### src/rtl/npu_pkg.sv
// Shared NPU constants and the lane-sequencer state type.
// Window-control blocks that walk lanes reuse these.
package npu_pkg;

  localparam int LANE_CNT = 9;  // 3x3 PE window
  localparam int CNT_W    = 4;  // enough bits to hold 0..LANE_CNT

  typedef enum logic {
    IDLE = 1'b0,
    EMIT = 1'b1
  } seq_state_t;

endpackage

### src/rtl/count_to_lane_sequencer_if.sv
// Count-in / lane-beat-out handshake bundle.
// The producer and consumer side is "master".
// The sequencer side is "slave".
interface count_to_lane_sequencer_if import npu_pkg::*; #(
  parameter int LANES = LANE_CNT,
  parameter int CW    = CNT_W
);

  logic             in_valid;
  logic             in_ready;
  logic [CW-1:0]    in_count;
  logic             out_valid;
  logic             out_ready;
  logic [LANES-1:0] out_lane;
  logic [CW-1:0]    out_idx;
  logic             out_last;

  modport master (
    output in_valid, in_count, out_ready,
    input  in_ready, out_valid, out_lane, out_idx, out_last
  );

  modport slave (
    input  in_valid, in_count, out_ready,
    output in_ready, out_valid, out_lane, out_idx, out_last
  );

endinterface

### src/rtl/sync_fifo.sv
// Small synchronous FIFO with registered full/empty flags.
// The head entry is readable combinationally, so a pop and its consumer load can
// happen on the same edge.
module sync_fifo #(
  parameter int WIDTH = 4,
  parameter int DEPTH = 2
) (
  input  logic             clk,
  input  logic             reset_n,
  input  logic             push,
  input  logic [WIDTH-1:0] din,
  input  logic             pop,
  output logic [WIDTH-1:0] dout,
  output logic             full,
  output logic             empty
);

  localparam int AW = (DEPTH > 1) ? $clog2(DEPTH) : 1;
  localparam logic [AW-1:0] PTR_ONE = AW'(1);
  localparam logic [AW:0]   CNT_ONE = (AW + 1)'(1);
  localparam logic [AW:0]   DEPTH_C = (AW + 1)'(DEPTH);

  logic [WIDTH-1:0] mem [DEPTH];
  logic [AW-1:0]    wr_ptr_reg;
  logic [AW-1:0]    rd_ptr_reg;
  logic [AW:0]      count_reg;
  logic [AW:0]      count_next;
  logic             full_reg;
  logic             empty_reg;

  assign dout  = mem[rd_ptr_reg];
  assign full  = full_reg;
  assign empty = empty_reg;

  // Occupancy after this edge. A simultaneous push and pop leaves it unchanged.
  always_comb begin
    count_next = count_reg;
    if (push && !pop) begin
      count_next = count_reg + CNT_ONE;
    end else if (!push && pop) begin
      count_next = count_reg - CNT_ONE;
    end
  end

  // Storage array with no reset; validity is tracked by the pointers.
  always_ff @(posedge clk) begin
    if (push) begin
      mem[wr_ptr_reg] <= din;
    end
  end

  // Pointers, occupancy and registered flags.
  // DEPTH is a power of two, so the pointers wrap naturally.
  always_ff @(posedge clk or negedge reset_n) begin
    if (!reset_n) begin
      wr_ptr_reg <= '0;
      rd_ptr_reg <= '0;
      count_reg  <= '0;
      full_reg   <= 1'b0;
      empty_reg  <= 1'b1;
    end else begin
      if (push) wr_ptr_reg <= wr_ptr_reg + PTR_ONE;
      if (pop)  rd_ptr_reg <= rd_ptr_reg + PTR_ONE;
      count_reg <= count_next;
      full_reg  <= (count_next == DEPTH_C);
      empty_reg <= (count_next == '0);
    end
  end

endmodule

### src/rtl/count_to_lane_sequencer.sv
// Expands a lane count N into N beats of one-hot lane selects (lanes 0..N-1).
// A count of 0 becomes a single empty beat.
// Counts above LANES are saturated on entry and flagged on err_sat.
module count_to_lane_sequencer import npu_pkg::*; #(
  parameter int LANES      = LANE_CNT,
  parameter int CW         = CNT_W,
  parameter int FIFO_DEPTH = 2
) (
  input  logic                        clk,
  input  logic                        reset_n,
  count_to_lane_sequencer_if.slave    bus,
  output logic                        err_sat,
  output logic                        busy
);

  localparam logic [CW-1:0] LANES_C = CW'(LANES);
  localparam logic [CW-1:0] CW_ONE  = CW'(1);

  logic             init_done_reg;
  logic             err_sat_reg;
  logic             push;
  logic             pop;
  logic             over_range;
  logic [CW-1:0]    sat_count;
  logic [CW-1:0]    fifo_dout;
  logic             fifo_full;
  logic             fifo_empty;
  seq_state_t       state_reg;
  seq_state_t       state_next;
  logic [CW-1:0]    cnt_reg;
  logic [CW-1:0]    cnt_next;
  logic [CW-1:0]    idx_reg;
  logic [CW-1:0]    idx_next;
  logic             last;
  logic             emitting;
  logic [LANES-1:0] lane_dec;

  // in_ready stays low until the first edge after reset release.
  // After that it is simply !full, with no bypass when full.
  assign bus.in_ready = init_done_reg && !fifo_full;
  assign push         = bus.in_valid && bus.in_ready;
  assign over_range   = (bus.in_count > LANES_C);
  assign sat_count    = over_range ? LANES_C : bus.in_count;

  sync_fifo #(
    .WIDTH (CW),
    .DEPTH (FIFO_DEPTH)
  ) u_fifo (
    .clk     (clk),
    .reset_n (reset_n),
    .push    (push),
    .din     (sat_count),
    .pop     (pop),
    .dout    (fifo_dout),
    .full    (fifo_full),
    .empty   (fifo_empty)
  );

  // Ready gating after reset, and the one-cycle saturation flag for an accepted count.
  always_ff @(posedge clk or negedge reset_n) begin
    if (!reset_n) begin
      init_done_reg <= 1'b0;
      err_sat_reg   <= 1'b0;
    end else begin
      init_done_reg <= 1'b1;
      err_sat_reg   <= push && over_range;
    end
  end

  assign err_sat  = err_sat_reg;
  assign emitting = (state_reg == EMIT);
  assign busy     = !fifo_empty || emitting;

  // Final beat: either the top lane of the count, or the lone beat of a zero count.
  assign last = (cnt_reg == '0) || (idx_reg == cnt_reg - CW_ONE);

  // Sequencer state, the loaded count and the current lane index.
  always_ff @(posedge clk or negedge reset_n) begin
    if (!reset_n) begin
      state_reg <= IDLE;
      cnt_reg   <= '0;
      idx_reg   <= '0;
    end else begin
      state_reg <= state_next;
      cnt_reg   <= cnt_next;
      idx_reg   <= idx_next;
    end
  end

  // Next state logic. A final-beat transfer with work queued reloads on the
  // same edge, so back-to-back transactions have no bubble between them.
  always_comb begin
    state_next = state_reg;
    cnt_next   = cnt_reg;
    idx_next   = idx_reg;
    pop        = 1'b0;
    unique case (state_reg)
      IDLE: begin
        if (!fifo_empty) begin
          pop        = 1'b1;
          cnt_next   = fifo_dout;
          idx_next   = '0;
          state_next = EMIT;
        end
      end
      EMIT: begin
        if (bus.out_ready) begin
          if (!last) begin
            idx_next = idx_reg + CW_ONE;
          end else if (!fifo_empty) begin
            pop      = 1'b1;
            cnt_next = fifo_dout;
            idx_next = '0;
          end else begin
            state_next = IDLE;
          end
        end
      end
      default: state_next = IDLE;
    endcase
  end

  // One-hot decode of the lane index. A zero count decodes to no lane.
  for (genvar gi = 0; gi < LANES; gi++) begin : g_lane_dec
    assign lane_dec[gi] = emitting && (cnt_reg != '0) && (idx_reg == CW'(gi));
  end

  // Output payload is a pure function of registers, so it holds while stalled.
  assign bus.out_valid = emitting;
  assign bus.out_lane  = lane_dec;
  assign bus.out_idx   = emitting ? idx_reg : '0;
  assign bus.out_last  = emitting && last;

endmodule

### src/flat_wrapper.sv
// flat-port wrapper written by rule: the top's interface ports become plain ports
module count_to_lane_sequencer_flat import npu_pkg::*;
#(
  parameter int LANES      = LANE_CNT,
  parameter int CW         = CNT_W,
  parameter int FIFO_DEPTH = 2
)
  (clk, reset_n, err_sat, busy, bus_in_valid, bus_in_count, bus_out_ready, bus_in_ready, bus_out_valid, bus_out_lane, bus_out_idx, bus_out_last);
  count_to_lane_sequencer_if #(.LANES(LANES), .CW(CW)) bus_i ();
  input  logic clk;
  input  logic reset_n;
  output logic err_sat;
  output logic busy;
  input wire logic [$bits(bus_i.in_valid)-1:0] bus_in_valid;
  input wire logic [$bits(bus_i.in_count)-1:0] bus_in_count;
  input wire logic [$bits(bus_i.out_ready)-1:0] bus_out_ready;
  output wire logic [$bits(bus_i.in_ready)-1:0] bus_in_ready;
  output wire logic [$bits(bus_i.out_valid)-1:0] bus_out_valid;
  output wire logic [$bits(bus_i.out_lane)-1:0] bus_out_lane;
  output wire logic [$bits(bus_i.out_idx)-1:0] bus_out_idx;
  output wire logic [$bits(bus_i.out_last)-1:0] bus_out_last;
  assign bus_i.in_valid = bus_in_valid;
  assign bus_i.in_count = bus_in_count;
  assign bus_i.out_ready = bus_out_ready;
  assign bus_in_ready = bus_i.in_ready;
  assign bus_out_valid = bus_i.out_valid;
  assign bus_out_lane = bus_i.out_lane;
  assign bus_out_idx = bus_i.out_idx;
  assign bus_out_last = bus_i.out_last;
  count_to_lane_sequencer #(.LANES(LANES), .CW(CW), .FIFO_DEPTH(FIFO_DEPTH)) u_core (.clk(clk), .reset_n(reset_n), .bus(bus_i), .err_sat(err_sat), .busy(busy));
endmodule
### config.mk
export PLATFORM = sky130hd
export DESIGN_NAME = count_to_lane_sequencer_flat
export DESIGN_NICKNAME = d
export VERILOG_FILES = /design/src/rtl/npu_pkg.sv /design/src/rtl/count_to_lane_sequencer_if.sv /design/src/rtl/sync_fifo.sv /design/src/rtl/count_to_lane_sequencer.sv /design/src/flat_wrapper.sv
export SDC_FILE = /design/constraint.sdc
export NUM_CORES = 1
export LEC_CHECK = 0
export CORE_ASPECT_RATIO = 1.5
export CORE_MARGIN = 2
export CORE_UTILIZATION = 35
export DETAILED_ROUTE_END_ITERATION = 10
export GPL_ROUTABILITY_DRIVEN = 0
export GPL_TIMING_DRIVEN = 0
export SYNTH_ARGS = -nofsm -noshare
export SYNTH_HDL_FRONTEND = slang
export SYNTH_SLANG_ARGS = --single-unit
export TNS_END_PERCENT = 30
### constraint.sdc
create_clock -name clk -period 3.01 [get_ports clk]
set_input_delay 0.7525 -clock clk [delete_from_list [all_inputs] [get_ports clk]]
set_output_delay 0.7525 -clock clk [all_outputs]
set_load 0.01 [all_outputs]
# Yosys cells after proc, flatten, opt, wreduce, memory -nomap -nowiden
# Memories as Yosys holds them, arrays and structs flattened.
# Index checks and enable logic that the tools add are counted.
[totals]
reg_bits = 17
output_inout_bits = 18
mem_count = 1
mem_bits_rw = 8
latchBits = 0
rom_bits = 0
[op_classes]
n_addsub = 6
reduce_logical = 27
n_eq_ne = 12
n_mul = 0
n_shift = 0
mux = 21
n_lt_le_gt_ge = 1
div_mod_pow = 0
bitwise_logic = 1
[mem_list]
columns = ["memory", "words", "width", "read_ports", "rd_clocked_by_memory_dff", "wr", "line", "text"]
rows = [
  ["u_core.u_fifo.mem", 2, 4, 1, 0, 1, "sync_fifo.sv:23", "logic [WIDTH-1:0] mem [DEPTH];"],
]
[op_table]
columns = ["operator", "count"]
rows = [
  ["two-way mux 4 bit", 8],
  ["equality test 4 x 3 -> 1 bit (second input constant)", 4],
  ["logical AND 1 bit", 16],
  ["one-hot mux 4 bit (2 select lines)", 2],
  ["equality test 4 x 2 -> 1 bit (second input constant)", 2],
  ["zero test 4 bit", 2],
  ["two-way mux 1 bit", 7],
  ["adder 4 x 1 -> 4 bit (second input constant)", 1],
  ["equality test 4 x 1 -> 1 bit (second input constant)", 1],
  ["equality test 4 bit", 1],
  ["equality test 4 bit (second input constant)", 1],
  ["> comparator 4 bit (second input constant)", 1],
  ["zero test 1 bit", 4],
  ["two-way mux 2 bit", 2],
  ["inequality test 2 bit (second input constant)", 2],
  ["one-hot mux 1 bit (2 select lines)", 2],
  ["nonzero test 4 bit", 1],
  ["subtractor 4 x 1 -> 4 bit (second input constant)", 1],
  ["adder 1 bit (second input constant)", 2],
  ["adder 2 x 1 -> 2 bit (second input constant)", 1],
  ["equality test 2 bit (second input constant)", 1],
  ["zero test 2 bit", 1],
  ["logical OR 1 bit", 2],
  ["AND reduction 2 bit", 1],
  ["other kinds (2)", 2],
]

# Depth between registers and ports, before layout
# Gate-level depths: netlist (run 1).
[logic_depth]
word_depth = 10
depth_mapped = 9

# Hierarchy
# A second synthesis (run 1) with hierarchy kept.
[unflattened]
cells_unflattened = 123
area_unflattened_um2 = 1411.4
[modules_own_cells]
columns = ["module", "seq_area_each_um2", "cells_per_inst", "area_each_um2", "instances"]
rows = [
  ["count_to_lane_sequencer", 275.3, 88, 850.8, 1],
  ["sync_fifo", 391.6, 35, 560.5, 1],
]

# Worst setup path before layout (run 1)
# Ideal clock, no wire load.
[synth_timing]
kind = "register -> output"
startpoint = "reg u_core.cnt_reg[0]"
endpoint = "out bus_out_last"
t_required_ns = 2.257
stages_incl_launch_ff = 8
setup_slack_ns = 0.501
t_arrival_ns = 1.757
path_cell_list = "dfrtp_1 -> inv_1 -> ha_1 -> xor2_1 -> a311o_1 -> a211oi_4 -> or2_1 -> and2_1"
[synth_via]
elab_chain_len = 4
[synth_lines]
columns = ["element", "line", "text"]
rows = [
  ["start: declaration", "count_to_lane_sequencer.sv:30", "logic [CW-1:0] cnt_reg;"],
  ["start signal: assignment", "count_to_lane_sequencer.sv:85", "cnt_reg <= cnt_next;"],
  ["subtractor 4 x 1 -> 4 bit", "count_to_lane_sequencer.sv:75", "assign last = (cnt_reg == '0) || (idx_reg == cnt_reg - CW_ONE);"],
  ["equality test 4 bit", "count_to_lane_sequencer.sv:75", ""],
  ["logical OR 1 bit *", "count_to_lane_sequencer.sv:75", ""],
  ["logical AND 1 bit *", "count_to_lane_sequencer.sv:132", "assign bus.out_last = emitting && last;"],
  ["end: declaration", "flat_wrapper.sv:21", "output wire logic [$bits(bus_i.out_last)-1:0] bus_out_last;"],
]
# Mark *: on every way between the ends. The rest lies on a longest branch, timed or not.

# Worst setup path in the final report (run 1)
# Same ends and word-level chain as after synthesis.

==> results.ini, run 1 <==
[yosys]
syn_inst=137
synth_cell_type_count=42
synthArstFlopShare_pct=68.0
synthesis.area_um2=1420
synth.avg_cell_area_um2=10.4
yosys_register_bits=25
synth-warning-count=0
yosysSeqAreaShare_pct=46.9
synth_nets=150
synth_edf_count=8
ys.flop_type=dfrtp_1

[setup_path]
r2r_setup_slack_ns=0.68
slowest_stage=dfrtp_1
path_class=reg -> out
start_kind=flip-flop
reg2reg_from=u_core.cnt_reg[0]$_DFFE_PN0P_
r2r_end=u_core.u_fifo.empty$_DFF_PN1_
rr_worst_depth=9
crit_path_cell_trace=inv_1 -> ha_1 -> xor2_1 -> a311o_1 -> a211oi_4 -> or2_1 -> and2_1 -> dlygate4sd2_1
required_ns=2.26
cp_max_fo=2
cp.arrival_ns=2.16
max_stage_delay_ns=0.36
end_kind=primary output

[placement]
post-place-ws_ns=-0.172
hpwl_um=2050
dpl_cell_area_um2=1730
dp.cells=207
io_buffers=25

[sta]
tns_ns=0
worst_pin_slew_ns=0.803
report.final.slew_viol_count=0
worst_slack_ns=0.0940
fin_crit_sh_pct=96.9
timing.final.hold_violations=0
setup_viol=0
slew_headroom_pct=46.3
max_freq_mhz=343
rsz0062_at_grt=true
fin_skew_ns=0.00400
fin_crit_ns=2.92

[layout]
drive_gt1_share_pct=12.4
finish.utilization_pct=46.2
syn_to_final_growth_pct=27.6
nets=184
stdcell_area_um2=1810
post_layout_nonfiller_instances=215
antennaDiodeCount=0
fillers=413
largest_reg_flops=8

[routing]
drt_wl_total_um=2620
postRouteAntennaNets=0
drc=0
drt_iter0_drc=12
via_per_inst=4.91
vias=1055
dr.pass1.iters=4
drt-wirelength-per-cell_um=12.2

[grt]
grt_max_degree=18
grt_antenna_before_repair=0
overflow=0
grt.total_usage_pct=12.2
grt_pass1_vias=1033
grt_pass1_wl_um=4390

[power_and_ir_drop]
ir_drop_uv=459
switching_share_pct=39.6
powerDensity_nw_per_um2=957
p_leak_nw=0.767
p_comb_share_pct=56.6
p_int_mw=1.05
p_switching_mw=0.687
sequentialPowerShare_pct=31.9
clkPwrFrac_pct=11.5

[die]
rows=28
fp.coreArea_um2=3920
chipHeight_um=82.1
initial_core_util_pct=36.2
fp.dieArea_um2=4600
io_pins=26
die_w_um=56.0

[min_path]
hold_class=reg -> reg
min_path_cells=1
worstHoldStart=u_core.u_fifo.wr_ptr_reg$_DFFE_PN0P_
whs_endpoint=u_core.u_fifo.wr_ptr_reg$_DFFE_PN0P_

[clock_network]
cts_tree=built
htree_levels=1
clock_latency_ns=0.27
numCtsBuffers=3
clockBufferDepth=2
cts.sinks=25
cts_root_buf=clkbuf_8
clk_pin_slew_ns=0.09

[run]
max_cap_violations=0

[run_status]
status=complete, no violations

-- through the flow --
stage / hold slack (ns) / total power, mW
after CTS: 0.502 / 1.75
after global routing: 0.533 / 1.89
after global placement: 0.480 / 1.48
after floorplan: 0.457 / 1.22
after detailed placement: 0.484 / 1.51
final: 0.498 / 1.73
-- synthesized netlist by cell type, types with 2 or more instances --
master | instances | share of area (%)
nor2_1 | 7 | 1.8
edfxtp_1 | 8 | 17
inv_1 | 6 | 1.6
and2_1 | 15 | 6.6
xnor2_2 | 2 | 2.3
o21ai_1 | 6 | 2.1
mux2i_1 | 5 | 3.5
nor2b_1 | 5 | 2.2
xnor2_1 | 4 | 2.5
a221o_1 | 2 | 1.4
nand2_1 | 14 | 3.7
nor3b_1 | 2 | 1.1
ha_1 | 5 | 4.4
dfrtp_1 | 16 | 28
nand2b_1 | 5 | 2.2
nor3_1 | 3 | 1.1
and3_1 | 2 | 0.88
clkbuf_1 | 3 | 0.79
buf_1 | 2 | 0.53
xor2_1 | 3 | 1.8
-- timing repair --
action,in CTS,in global routing
gates resized for setup,1,2
hold buffers,0,0
endpoints found under the setup margin,5,8
buffers inserted,4,0
pin swaps,3,1
-- critical path: cells and delay by family, from the launching register on --
kind            cells  cell delay, ns
fa+ha+maj           1            0.21
buf+inv             2            0.32
xor+xnor            1            0.16
simple gates        2            0.27
flops               1            0.36
compound gates      2            0.57
-- metal layers --
layer | share of wire, % | vias up | GRT usage, %
li1 | - | 527 | -
met1 | 38 | 489 | 11.6
met2 | 55 | 32 | 25.6
met3 | 5.4 | 7 | 1.73
met4 | 1.9 | 0 | 5.00
met5 | 0 | - | 0
-- placed cells by master (no fill, tap or decap), drive strengths merged, types with 5 or more instances in the layout --
cell and count:
inv 6, clkdlybuf4s50 24, edfxtp 8, nor2 7, ha 5, o21ai 9, nor2b 5, and2 15
buf 8, mux2i 5, clkbuf 6, xnor2 6, dfrtp 16, nand2b 5, nand2 14
-- power groups by stage --
stage | combinational (mW) | clock [mW] | sequential [mW]
2_1_floorplan | 0.676 | 0 | 0.543
3_3_place_gp | 0.919 | 0 | 0.561
3_5_place_dp | 0.948 | 0 | 0.566
4_1_cts | 0.990 | 0.211 | 0.554
5_1_grt | 1.10 | 0.220 | 0.570
6_report | 0.982 | 0.200 | 0.553
-- worst max path at each step --
stage                             startpoint      endpoint  slack, ns  depth (start not counted)
2_1_floorplan  u_core.cnt_reg[0]$_DFFE_PN0P_  bus_out_last       0.50                          7
3_3_place_gp   u_core.cnt_reg[0]$_DFFE_PN0P_  bus_out_last      -0.13                          8
3_5_place_dp   u_core.cnt_reg[0]$_DFFE_PN0P_  bus_out_last      -0.17                          8
4_1_cts        u_core.cnt_reg[0]$_DFFE_PN0P_  bus_out_last       0.03                          8
5_1_grt        u_core.cnt_reg[0]$_DFFE_PN0P_  bus_out_last      -0.02                          8
6_report       u_core.cnt_reg[0]$_DFFE_PN0P_  bus_out_last       0.09                          8
-- kinds of logic (layout without fill, tap and decap cells) --
logic type / count (synthesis) / count (layout) / synth area share, %
xor gates and xnor gates: 9 / 9 / 6.60
muxes: 5 / 5 / 3.52
adders and majority gates: 5 / 5 / 4.40
other: 1 / 1 / 0.264
buffers and inverters: 13 / 46 / 4.05
and+or+nand+nor: 60 / 60 / 23.2
AOI/OAI and AO/OA: 19 / 19 / 11.0
DFF: 25 / 25 / 46.9
-- area by class of cell --
class	count	area, um^2	area share (%)
clock inverters	1	5.00	0.276
plain buffers	7	35.0	1.93
inverters	6	22.5	1.24
flip-flops and latches	25	667	36.8
repair buffers	29	279	15.4
clock buffers	3	41.3	2.28
multi-input cells	99	707	39.0
well taps	45	56.3	3.11
Note: power is estimated with default switching activity, not from simulation.
==> run 2, diff against run 1 <==
- SYNTH_HIERARCHICAL: default -> 1
==> results.ini, run 2 <==
[yosys]
synth_top_area_cell=dfrtp_1
syn_inst=123  ; -10%
yosys.area_share.simple_pct=20.1  ; -3.1 points
synth_top_area_share_pct=28.4  ; +0.20 points
synthArstFlopShare_pct=68.0  ; unchanged
synth_xor_xnor_area_share_pct=7.89  ; +1.3 points
ys.flop_type=dfrtp_1
yosysSeqAreaShare_pct=47.3  ; +0.33 points
synth.avg_cell_area_um2=11.5  ; +11%
synth_cell_type_count=39  ; -7.1%
synth_top_family_by_area=simple AND/OR/NAND/NOR gates
synth_nets=136  ; -9.3%
ys_top_cells_by_count=dfrtp_1, and2_1, edfxtp_1, mux2_2, nor2b_1
synthesis.area_um2=1410  ; -0.70%
synth_area_leaders=dfrtp_1, edfxtp_1, and2_1
synth-warning-count=6  ; +6
synth_edf_count=8  ; unchanged
synth_compound_area_share_pct=9.31  ; -1.7 points
synthMuxAreaShare_pct=8.16  ; +4.6 points
post-synth-top-count-cell=dfrtp_1
yosys_register_bits=25  ; unchanged
synth_fa_ha_area_share_pct=4.43  ; +0.031 points

[layout]
final_cell_mix=clkdlybuf4s50_1, dfrtp_1, and2_1
syn_to_final_growth_pct=28.4
drive_gt1_share_pct=17.0  ; +4.6 points
final_common_cell=clkdlybuf4s50_1
largest_reg_flops=8  ; unchanged
antennaDiodeCount=0  ; unchanged
nets=167  ; -9.2%
fillers=390  ; -5.6%
post_layout_nonfiller_instances=198  ; -7.9%

[grt]
met1_usage_pct=12.1  ; +0.47 points
gr-usage-met3_pct=1.42  ; -0.31 points
grt_max_degree=18  ; unchanged
grt.total_usage_pct=12.5  ; +0.27 points
overflow=0  ; unchanged
grt_antenna_before_repair=0  ; unchanged
grt_pass1_vias=1011  ; -2.1%
grt_pass1_wl_um=4500  ; +2.5%
global_route.peak_usage_layer=met2
grtUsageMet2_pct=25.2  ; -0.41 points

[power_and_ir_drop]
powerDensity_nw_per_um2=1000  ; +4.8%
p_leak_nw=0.760  ; -0.93%
clkPwrFrac_pct=10.4  ; -1.1 points
p_int_mw=1.10  ; +5.1%
ir_drop_uv=478  ; +4.3%
sequentialPowerShare_pct=32.1  ; +0.2 points
p_comb_share_pct=57.5  ; +0.9 points
p_switching_mw=0.715  ; +4.2%
switching_share_pct=39.4  ; -0.20 points

[setup_path]
crit_family=simple AND/OR/NAND/NOR gates
end_kind=primary output
slowest_stage=clkdlybuf4s50_1
crit_path_cell_trace=inv_1 -> ha_1 -> or3b_4 -> nand2_4 -> nor3b_4 -> and2_1 -> clkdlybuf4s50_1
cp_max_fo=6  ; +4
cp.arrival_ns=2.15  ; about the same
path_class=reg -> out
timing.critical_path.buf_inv=2  ; unchanged
max_stage_delay_ns=0.47  ; +0.11 ns
required_ns=2.26  ; about the same
start_kind=flip-flop

[sta]
fin_skew_ns=0.000946  ; -0.00305 ns
report.final.slew_viol_count=0  ; unchanged
timing.final.hold_violations=0  ; unchanged
hold_ws_ns=0.493  ; -0.00545 ns
worst_pin_slew_ns=0.766  ; -0.0369 ns
setup_viol=0  ; unchanged
slew_headroom_pct=48.8  ; +2.5 points
fin_crit_sh_pct=96.5  ; -0.33 points
max_freq_mhz=344  ; +0.34%
rsz0062_at_grt=true
fin_crit_ns=2.91  ; -0.00990 ns

[routing]
drc=0  ; unchanged
via_per_inst=5.02  ; +2.2%
dr.pass1.iters=2  ; -2
vias=993  ; -5.9%
drt-wirelength-per-cell_um=13.1  ; +7.6%
postRouteAntennaNets=0  ; unchanged
drt_wl_total_um=2600  ; -0.91%
drt_iter0_drc=10  ; -2

[clock_network]
cts_root_buf=clkbuf_8
clk_pin_slew_ns=0.08  ; about the same
htree_levels=1  ; unchanged
clockBufferDepth=2  ; unchanged
cts_tree=built
numCtsBuffers=3  ; unchanged
clock_latency_ns=0.26  ; about the same
cts.sinks=25  ; unchanged

[die]
initial_core_util_pct=36.0  ; -0.26 points
rows=28  ; unchanged
chipHeight_um=81.8  ; -0.34%
fp.dieArea_um2=4570  ; -0.66%
die_w_um=55.9  ; -0.32%
fp.coreArea_um2=3920  ; unchanged
io_pins=26  ; unchanged

[placement]
dp.cells=193  ; -6.8%
io_buffers=25  ; unchanged
hpwl_um=2030  ; -0.64%

[run_status]
status=complete, no violations

[run]
max_cap_violations=0  ; unchanged

[min_path]
hold_class=reg -> reg

## run 2: changes by cell type after synthesis, moves of 3 or more
| cell | previous run | this run |
|---|---|---|
| nand2_1 | 14 | 5 |
| mux2i_1 | 5 | 1 |
| mux2_2 | 0 | 8 |
| nor2_1 | 7 | 1 |
| o21ai_1 | 6 | 0 |
| nor2b_1 | 5 | 8 |
## run 2: cell families after synthesis
family,count (synthesis)
and+or+nand+nor,46
buffers and inverters,9
other,1
adders and majority gates,5
AOI/OAI and AO/OA,16
xor gates and xnor gates,11
DFF,25
muxes,10
## run 2: per-stage QoR
stage / power (mW) / area (um^2) / TNS, ns / worst slack, ns / utilization, %
after floorplan: 1.27 / 1410 / 0 / 0.742 / -
after global placement: 1.54 / 1720 / 0 / 0.161 / 43.8
after detailed placement: 1.59 / 1720 / 0 / 0.121 / 43.8
after CTS: 1.81 / 1790 / 0 / 0.00807 / 45.7
after global routing: 1.97 / 1810 / -0.0186 / -0.0143 / 46.2
final: 1.82 / 1810 / 0 / 0.104 / 46.2
## run 2: power by group through the flow
stage	combinational [mW]	sequential, mW	clock [mW]
after global placement	0.954	0.587	0
after CTS	1.03	0.585	0.200
after global routing	1.16	0.606	0.209
after detailed placement	0.995	0.594	0
after floorplan	0.711	0.561	0
final	1.04	0.584	0.188
## run 2: repair_timing
item                       4_1_cts  5_1_grt
buffers inserted                 1        0
pin swaps                        1        0
resized for setup                6        4
hold buffers                     0        0
hold endpoints to repair         0        0
setup endpoints to repair        9        6
## run 2: cell type report
class	instances	area [um^2]	share of cell area [%]
timing repair buffer	26	259	14.3
inverter	6	22.5	1.24
multi-input combinational	89	748	41.3
buffer	3	13.8	0.760
sequential	25	667	36.8
clock buffer	4	45.0	2.49
tap	45	56.3	3.11
## run 2: final timing paths
path	from	depth (start not counted)	endpoint	slack [ns]
max reg2reg	u_core/cnt_reg[0]$_DFFE_PN0P_	8	u_core/u_fifo/count_reg[1]$_DFF_PN0_	0.67
max	u_core/cnt_reg[1]$_DFFE_PN0P_	7	bus_out_lane[7]	0.10
min reg2reg	u_core/u_fifo/count_reg[1]$_DFF_PN0_	1	u_core/u_fifo/empty$_DFF_PN1_	0.49
min	u_core/u_fifo/count_reg[1]$_DFF_PN0_	1	u_core/u_fifo/empty$_DFF_PN1_	0.49
min in group asynchronous	reset_n	1	u_core/u_fifo/full$_DFF_PN0_	0.94
max in group asynchronous	reset_n	1	u_core/cnt_reg[3]$_DFFE_PN0P_	1.60
## run 2: layer usage
metal / vias to the layer above / part of all wire (%)
met2: 30 / 55
li1: 489 / -
met1: 468 / 37
met4: 0 / 3.0
met3: 6 / 4.7
met5: - / 0
